**src/rtl/tpu_nn_accel.sv**
```systemverilog
// Single-layer NN accelerator: a controller FSM sequences a shared address counter
// through DEPTH multiply-accumulate steps for NEURONS parallel neurons, then ReLU.
module tpu_nn_mem #(
  parameter int WIDTH = 64,
  parameter int DEPTH = 2,
  parameter int AW    = 1
) (
  input  logic [AW-1:0]    addr,
  output logic [WIDTH-1:0] rdata
);
  // Contents are loaded from outside the design; the RTL only reads them.
  logic [WIDTH-1:0] memory [DEPTH] = '{default: '0};

  assign rdata = memory[addr];
endmodule

module tpu_nn_layer #(
  parameter int NEURONS = 2,
  parameter int DEPTH   = 2,
  parameter int WIDTH   = 64,
  parameter int AW      = 1
) (
  input  logic          clk,
  input  logic          rst,
  input  logic          clr,
  input  logic          mac_en,
  input  logic          act_en,
  input  logic [AW-1:0] addr
);
  logic [WIDTH-1:0] x;

  tpu_nn_mem #(.WIDTH(WIDTH), .DEPTH(DEPTH), .AW(AW)) MM (
    .addr  (addr),
    .rdata (x)
  );

  for (genvar n = 0; n < NEURONS; n++) begin : genblk1
    logic [WIDTH-1:0] w;
    logic [WIDTH-1:0] prod;
    logic [WIDTH-1:0] acc;
    logic [WIDTH-1:0] out;
    logic             unused_out;

    tpu_nn_mem #(.WIDTH(WIDTH), .DEPTH(DEPTH), .AW(AW)) MM (
      .addr  (addr),
      .rdata (w)
    );

    // Low WIDTH bits of a two's-complement product match the unsigned product.
    assign prod = x * w;

    always_ff @(posedge clk or posedge rst) begin
      if (rst) begin
        acc <= '0;
        out <= '0;
      end else begin
        if (clr)
          acc <= '0;
        else if (mac_en)
          acc <= acc + prod;
        if (act_en)
          out <= acc[WIDTH-1] ? '0 : acc;
      end
    end

    // Results are observed hierarchically, not through ports.
    assign unused_out = ^out;
  end
endmodule

module tpu_nn_ctrl #(
  parameter int NEURONS = 2,
  parameter int DEPTH   = 2,
  parameter int WIDTH   = 64
) (
  input  logic clk,
  input  logic rst,
  input  logic start,
  output logic ready
);
  localparam int AW = (DEPTH > 1) ? $clog2(DEPTH) : 1;
  localparam logic [AW-1:0] LAST = AW'(DEPTH - 1);

  typedef enum logic [2:0] {
    IDLE = 3'd0,
    INIT = 3'd1,
    MAC  = 3'd2,
    ACT  = 3'd3,
    HOLD = 3'd4
  } state_t;

  state_t        state, state_nxt;
  logic [AW-1:0] addr;
  logic          clr, mac_en, act_en;

  always_ff @(posedge clk or posedge rst) begin
    if (rst)
      state <= IDLE;
    else
      state <= state_nxt;
  end

  always_comb begin
    state_nxt = state;
    case (state)
      IDLE:    if (start) state_nxt = INIT;
      INIT:    state_nxt = MAC;
      MAC:     if (addr == LAST) state_nxt = ACT;
      ACT:     state_nxt = start ? HOLD : IDLE;
      HOLD:    if (!start) state_nxt = IDLE;
      default: state_nxt = IDLE;
    endcase
  end

  always_comb begin
    ready  = (state == IDLE);
    clr    = (state == INIT);
    mac_en = (state == MAC);
    act_en = (state == ACT);
  end

  always_ff @(posedge clk or posedge rst) begin
    if (rst)
      addr <= '0;
    else if (clr)
      addr <= '0;
    else if (mac_en)
      addr <= (addr == LAST) ? '0 : addr + 1'b1;
  end

  tpu_nn_layer #(.NEURONS(NEURONS), .DEPTH(DEPTH), .WIDTH(WIDTH), .AW(AW)) layer1 (
    .clk    (clk),
    .rst    (rst),
    .clr    (clr),
    .mac_en (mac_en),
    .act_en (act_en),
    .addr   (addr)
  );
endmodule

module tpu_nn_accel #(
  parameter int NEURONS = 2,
  parameter int DEPTH   = 2,
  parameter int WIDTH   = 64
) (
  input  logic clk,
  input  logic rst,
  input  logic start,
  output logic ready
);
  tpu_nn_ctrl #(.NEURONS(NEURONS), .DEPTH(DEPTH), .WIDTH(WIDTH)) datapath (
    .clk   (clk),
    .rst   (rst),
    .start (start),
    .ready (ready)
  );
endmodule

```
**config.mk**
```make
export PLATFORM = sky130hd
export DESIGN_NAME = tpu_nn_accel
export DESIGN_NICKNAME = d
export VERILOG_FILES = /design/src/rtl/tpu_nn_accel.sv
export SDC_FILE = /design/constraint.sdc
export NUM_CORES = 1
export LEC_CHECK = 0
export ABC_AREA = 1
export ABC_CLOCK_PERIOD_IN_PS = 1030
export CAP_MARGIN = 20
export CORE_AREA = 2 2 39 41
export DETAILED_ROUTE_END_ITERATION = 10
export DIE_AREA = 0 0 41 43
export PLACE_DENSITY_LB_ADDON = 0.25
export RECOVER_POWER = 50
export SETUP_SLACK_MARGIN = 0.1
export SLEW_MARGIN = 20
export SYNTH_ARGS = -nofsm -noshare
export SYNTH_HDL_FRONTEND = slang
export SYNTH_SLANG_ARGS = --single-unit
```
**constraint.sdc**
```tcl
create_clock -name clk -period 1.03 [get_ports clk]
set_input_delay 0.1545 -clock clk [delete_from_list [all_inputs] [get_ports clk]]
set_output_delay 0.1545 -clock clk [all_outputs]
set_load 0.01 [all_outputs]
```
==> summary.md <==
| Metric | Value |
|---|---|
| Minimum clock period | `1.17 ns` |
| Iter 0 DRT Violations | `0` |
| Endpoints failing setup | `5` |
| Cell family with most CP delay | `flip-flops` |
| Flop2flop setup slack | `-0.10 ns` |
| Failing checks | `negative setup slack` |
| DRC | `0` |
| Reg2Reg Depth | `8` |
| CP Cell Sequence | `nor2_2 > inv_1 > nor2_1 > buf_2` |
| Placed cells | `48` |
| Root Buffer Master | `clkbuf_4` |
| Avg WL per Cell | `7.93 microns` |
| # clock sinks | `4` |
| Height of the chip | `43 microns` |
| Fin crit share | `113%` |
| Cell row count | `14` |
| Cell count after synthesis | `25` |
| Outcome | `finished, violations left` |
| CP Capture Type | `output pin` |
| Overflow left after global routing | `0` |
| GR Util met2 | `7.50%` |
| Sequential fraction of the synthesis area | `51.6%` |
| Crit path kind | `reg2out` |
| Setup crit start | `datapath.state[2]` |
| Die footprint | `1760 sq um` |
| Kind of start point of the critical path | `flip-flop` |
| Clk slew on worst S/H paths | `0.04 ns` |
| Worst stage delay on the critical path | `0.37 ns` |
| Busiest grt layer | `met1` |
| Worst hold path class | `in2async` |
| Crit path max fanout | `2` |
| H-tree depth | `1` |
| Worst ir drop on vdd | `1.08 mV` |
| Worst Tran Pin Value | `0.147 ns` |
| Leak | `0.178 nW` |
| Worst Slack Setup Final | `-0.137 ns` |
| Seq pwr share | `25.1%` |
| Comb pwr share | `57.4%` |
| Cell Area, Synth | `194 sq um` |
| R2R Path End | `datapath.addr` |
| Pin count of the biggest net entering global routing | `5` |
| Mapped Nets | `28` |
| Pwr/cell area | `3130 nW/um^2` |
| Die Span X | `41 microns` |
| Yosys warning count | `0` |
| NetSw | `0.384 mW` |
| Sw frac | `35.8%` |
| Critical R2R Launch | `datapath.state[0]` |
| Relative slew slack | `90.2%` |
| Distinct cell type count after synthesis | `8` |
| RSZ-0062 raised after global routing | `true` |
| Nets@finish | `43` |
| Final WL | `428 microns` |
| Layout cell share with drive strength beyond 1 | `47.4%` |
| Non-Filler Instances | `54` |
| Mean post-synth cell area | `7.76 sq um` |
| Cell Int Power | `0.689 mW` |
| Area grow syn2layout | `76.8%` |
| Io pins | `4` |
| Slowest-stage cell, CP | `dfrtp_1` |
| Final ANT Viol Nets | `0` |
| TritonCTS clock tree | `yes` |
| Vias in the first global route | `197` |
| Initial antenna violation count | `0` |
| Placement Setup Slack | `-0.315 ns` |
| Skew-Pair Late Insertion Delay | `0.23 ns` |
| F_max | `857 MHz` |
| CP required | `0.88 ns` |
| Max cap viols | `0` |
| Clock Skews | `0.00168 ns` |
| Placeable Area | `1380 sq um` |
| Met1 usage | `8.85%` |
| Arrival @ worst endpoint | `1.01 ns` |
| Buf/Inv on CP | `2` |
| Met3 usage in global routing | `1.57%` |
| Fillers | `154` |
| Seq cells post-synth | `4` |
| # diodes | `0` |
| First-pass GRT wire length | `731 microns` |
| Pre-antenna DRT Iters | `1` |
| Port Buffers | `3` |
| Vias | `194` |
| Final Max Slew Viols | `0` |
| Clock Power Share | `17.5%` |
| Drt via density | `3.59` |
| RePlAce Congestion | `0.700` |
| Tot GR Track Use | `6.67%` |
| Final Hold Fails | `0` |
| Initial core utilization | `14.0%` |
| Total CTS buffers | `3` |
| Buffers from clock root to sink, at most | `2` |
| Detail Placement HPWL | `311 microns` |
synthesized netlist by cell type:
| library cell | number | area [sq um] |
|---|---|---|
| o21ai_0 | 1 | 5.00 |
| nor2_1 | 2 | 7.51 |
| inv_1 | 5 | 18.8 |
| nor2_2 | 3 | 18.8 |
| nand2_1 | 7 | 26.3 |
| nand3b_1 | 1 | 7.51 |
| nand3_1 | 2 | 10.0 |
| dfrtp_1 | 4 | 100 |
repair_timing:
item / in CTS / in global routing
setup endpoints to repair: 3 / 5
gates resized for setup: 7 / 6
pin swaps: 5 / 4
buffers inserted: 3 / 2
hold buffers: 0 / 0
endpoints found under the hold margin: 0 / 0
worst max-delay path by stage:
| stage | slack [ns] | depth (start not counted) | to |
|---|---|---|---|
| after floorplan | 0.15 | 3 | ready |
| after global placement | -0.29 | 4 | ready |
| after detailed placement | -0.32 | 4 | ready |
| after CTS | -0.14 | 4 | ready |
| after global routing | -0.21 | 4 | ready |
| final | -0.14 | 4 | ready |
per-stage QoR:
step	setup TNS [ns]	utilization (%)	total power, mW	cell area (sq um)	hold slack [ns]
finish	-0.405	24.8	1.07	343	0.240
global route	-0.713	24.8	1.18	343	0.254
CTS	-0.198	23.1	1.02	320	0.0993
detailed placement	-0.347	19.8	0.740	274	0.350
global placement	-0.307	19.8	0.729	274	0.343
floorplan	0	-	0.517	194	-0.0794
cell families (layout without fill, tap and decap cells):
group,Yosys count,in the layout,share of synthesized area [%]
AO/OA/AOI/OAI,1,1,2.58
buffers and inverters,5,18,9.68
flip-flops,4,4,51.6
AND/OR/NAND/NOR,15,15,36.1
area by class of cell:
type,instances,area [sq um],share of cell area [%]
clock buffer,3,22.5,6.57
inverter,5,18.8,5.47
multi-input combinational,16,96.3,28.1
sequential,4,100,29.2
tap,16,20.0,5.84
timing repair buffer,10,85.1,24.8
power by group through the flow:
stage	Combinational, mW	Clock (mW)	Sequential, mW
finish	0.617	0.187	0.269
global route	0.689	0.214	0.279
CTS	0.549	0.200	0.271
detailed placement	0.466	0	0.274
global placement	0.456	0	0.273
floorplan	0.229	0	0.289
per-layer routing:
layer  share of wire (%)  vias to the layer above  wire length (microns)
li1                    -                      101                      -
met3                 3.0                        0                     13
met4                   0                        0                      0
met1                  44                       89                    189
met5                   0                        -                      0
met2                  53                        4                    226
state kept, by name (all words and copies together), names as in the netlist:
signal / cells
datapath.addr: 1
datapath.state: 3
placed cells by master (no fill, tap or decap), types with 2 or more instances in the layout:
| master | count |
|---|---|
| buf_4 | 5 |
| buf_6 | 2 |
| clkbuf_4 | 3 |
| dfrtp_1 | 4 |
| inv_1 | 5 |
| nand2_1 | 6 |
| nand3_2 | 2 |
| nor2_1 | 2 |
| nor2_2 | 2 |
No activity file was read; power rests on OpenSTA's default activity.
==> patch: new RTL, same settings <==
The 5 states of `state_t` get a Gray code encoding in 3 bits.
--- a/src/rtl/tpu_nn_accel.sv
+++ b/src/rtl/tpu_nn_accel.sv
@@ -82,11 +82,11 @@
   localparam logic [AW-1:0] LAST = AW'(DEPTH - 1);
 
   typedef enum logic [2:0] {
-    IDLE = 3'd0,
-    INIT = 3'd1,
-    MAC  = 3'd2,
-    ACT  = 3'd3,
-    HOLD = 3'd4
+    IDLE = 3'b000,
+    INIT = 3'b001,
+    MAC  = 3'b011,
+    ACT  = 3'b010,
+    HOLD = 3'b110
   } state_t;
 
   state_t        state, state_nxt;
Function: no difference found for any inputs over 10 cycles, from zero or initial values and one cycle with rst high; not proved beyond that.
==> patch against the unedited design <==
The run still ends with setup timing left; first-iteration DRC count unchanged; count of clock-buffer cells in the layout did not move; combinational power down 18%; sequential cell count stayed put; cell area fell by 7.3%; power down 9.8%; routed wire length increased by 1.4%; final cell count increased by 1.9%; synthesized area grew 4.5%; register-to-register slack improved by 150 ps; setup slack worse by 6.6 ps.
==> patch: results (changes against the unedited design) <==
[status]
outcome=complete, but fails checks
violations=setup timing

[layout]
fin_nets=44  ; +2.3%
drive_above_1_share_pct=41.03  ; -6.3 points
fillCellCount=165  ; +7.1%

[global_routing]
met1_usage_pct=7.492  ; -1.4 points
met3_usage_pct=6.283  ; +4.7 points
grt_use_total_pct=6.250  ; -0.42 points
grt_pass1_wl_um=683  ; -6.6%
grt_pass1_vias=170  ; -14%

[sta]
finalCritPeriodShare_pct=113.9  ; +0.64 points
setup_viol=1  ; -4
fin_skew_ps=0.2661  ; -1.416 ps
worst_slack_ps=-143.1  ; -6.632 ps
worstMarginPinSlew_ps=162.7  ; +15.22 ps

[drt]
vias_per_cell=3.618  ; +0.71%
wl_met3_um=36  ; +180%
drt_wl_total_um=434  ; +1.4%
drt-met1-wl_um=187  ; -1.1%
route.met2.wl_um=210  ; -7.1%

[power_and_ir_drop]
ir_drop_mv=1.215  ; +13%
p_leak_nw=0.1813  ; +1.9%

[clocking]
cts-resized-gates=7  ; unchanged
cts_setup_buffers=2  ; -1
htreeDepth=1  ; unchanged

[logic_synthesis]
synth_nets=31  ; +11%
synth-seq-area-share_pct=49.38  ; -2.2 points
ys_top_cells_by_count=7 x nand2_1, 6 x inv_1, 4 x dfrtp_1
synth_top_cells_by_area=dfrtp_1 49%, nand2_1 13%, inv_1 11%
synth_cell_types=10  ; +2

[placed_design]
dpl.hpwl_um=321.8  ; +3.4%
gp_congestion=0.6666  ; -4.7%

[critical_path]
critical-path-top-delay-family=flip-flops

-- patch: cell families after synthesis --
group | share of synthesized area (%)
flops | 49.38
buf+inv | 12.96
simple gates | 32.72
compound gates | 4.934
-- patch: layout make-up --
type / instances / area [sq um] / area share [%]
Inverter: 7 / 28.78 / 9.055
Tap cell: 16 / 20.02 / 6.299
Sequential cell: 4 / 100.1 / 31.50
Clock buffer: 3 / 22.52 / 7.087
Timing Repair Buffer: 8 / 62.56 / 19.69
Multi-Input combinational cell: 17 / 83.83 / 26.38
-- patch: through the flow --
step | hold WS [ps] | TNS, ps | setup WS (ps) | area (sq um) | std cells
2_1_floorplan | -79.42 | 0 | 141.6 | 202.7 | 28
3_3_place_gp | 363.6 | -394.6 | -335.1 | 282.8 | 51
3_5_place_dp | 367.1 | -381.5 | -321.8 | 282.8 | 51
4_1_cts | 115.0 | -159.5 | -159.5 | 312.8 | 55
5_1_grt | 275.8 | -239.8 | -239.8 | 317.8 | 55
6_report | 247.8 | -143.1 | -143.1 | 317.8 | 55
-- patch: worst paths after layout --
path,cells past startpoint,slack [ps],from,to
max,4,-140,datapath.state[2]$_DFFE_PP0P_,ready
min reg2reg,2,490,datapath.addr$_DFFE_PP0P_,datapath.addr$_DFFE_PP0P_
min,2,250,rst,datapath.state[1]$_DFFE_PP0P_
max in group asynchronous,2,630,rst,datapath.addr$_DFFE_PP0P_
min in group clk,2,490,datapath.addr$_DFFE_PP0P_,datapath.addr$_DFFE_PP0P_
max reg2reg,5,50,datapath.state[2]$_DFFE_PP0P_,datapath.state[1]$_DFFE_PP0P_
-- patch: report_power, final --
part           total, mW  leakage (nW)  internal, mW  switching, mW
clock network      0.194        0.0138         0.130         0.0639
logic              0.503         0.118         0.236          0.267
registers          0.272        0.0497         0.231         0.0410
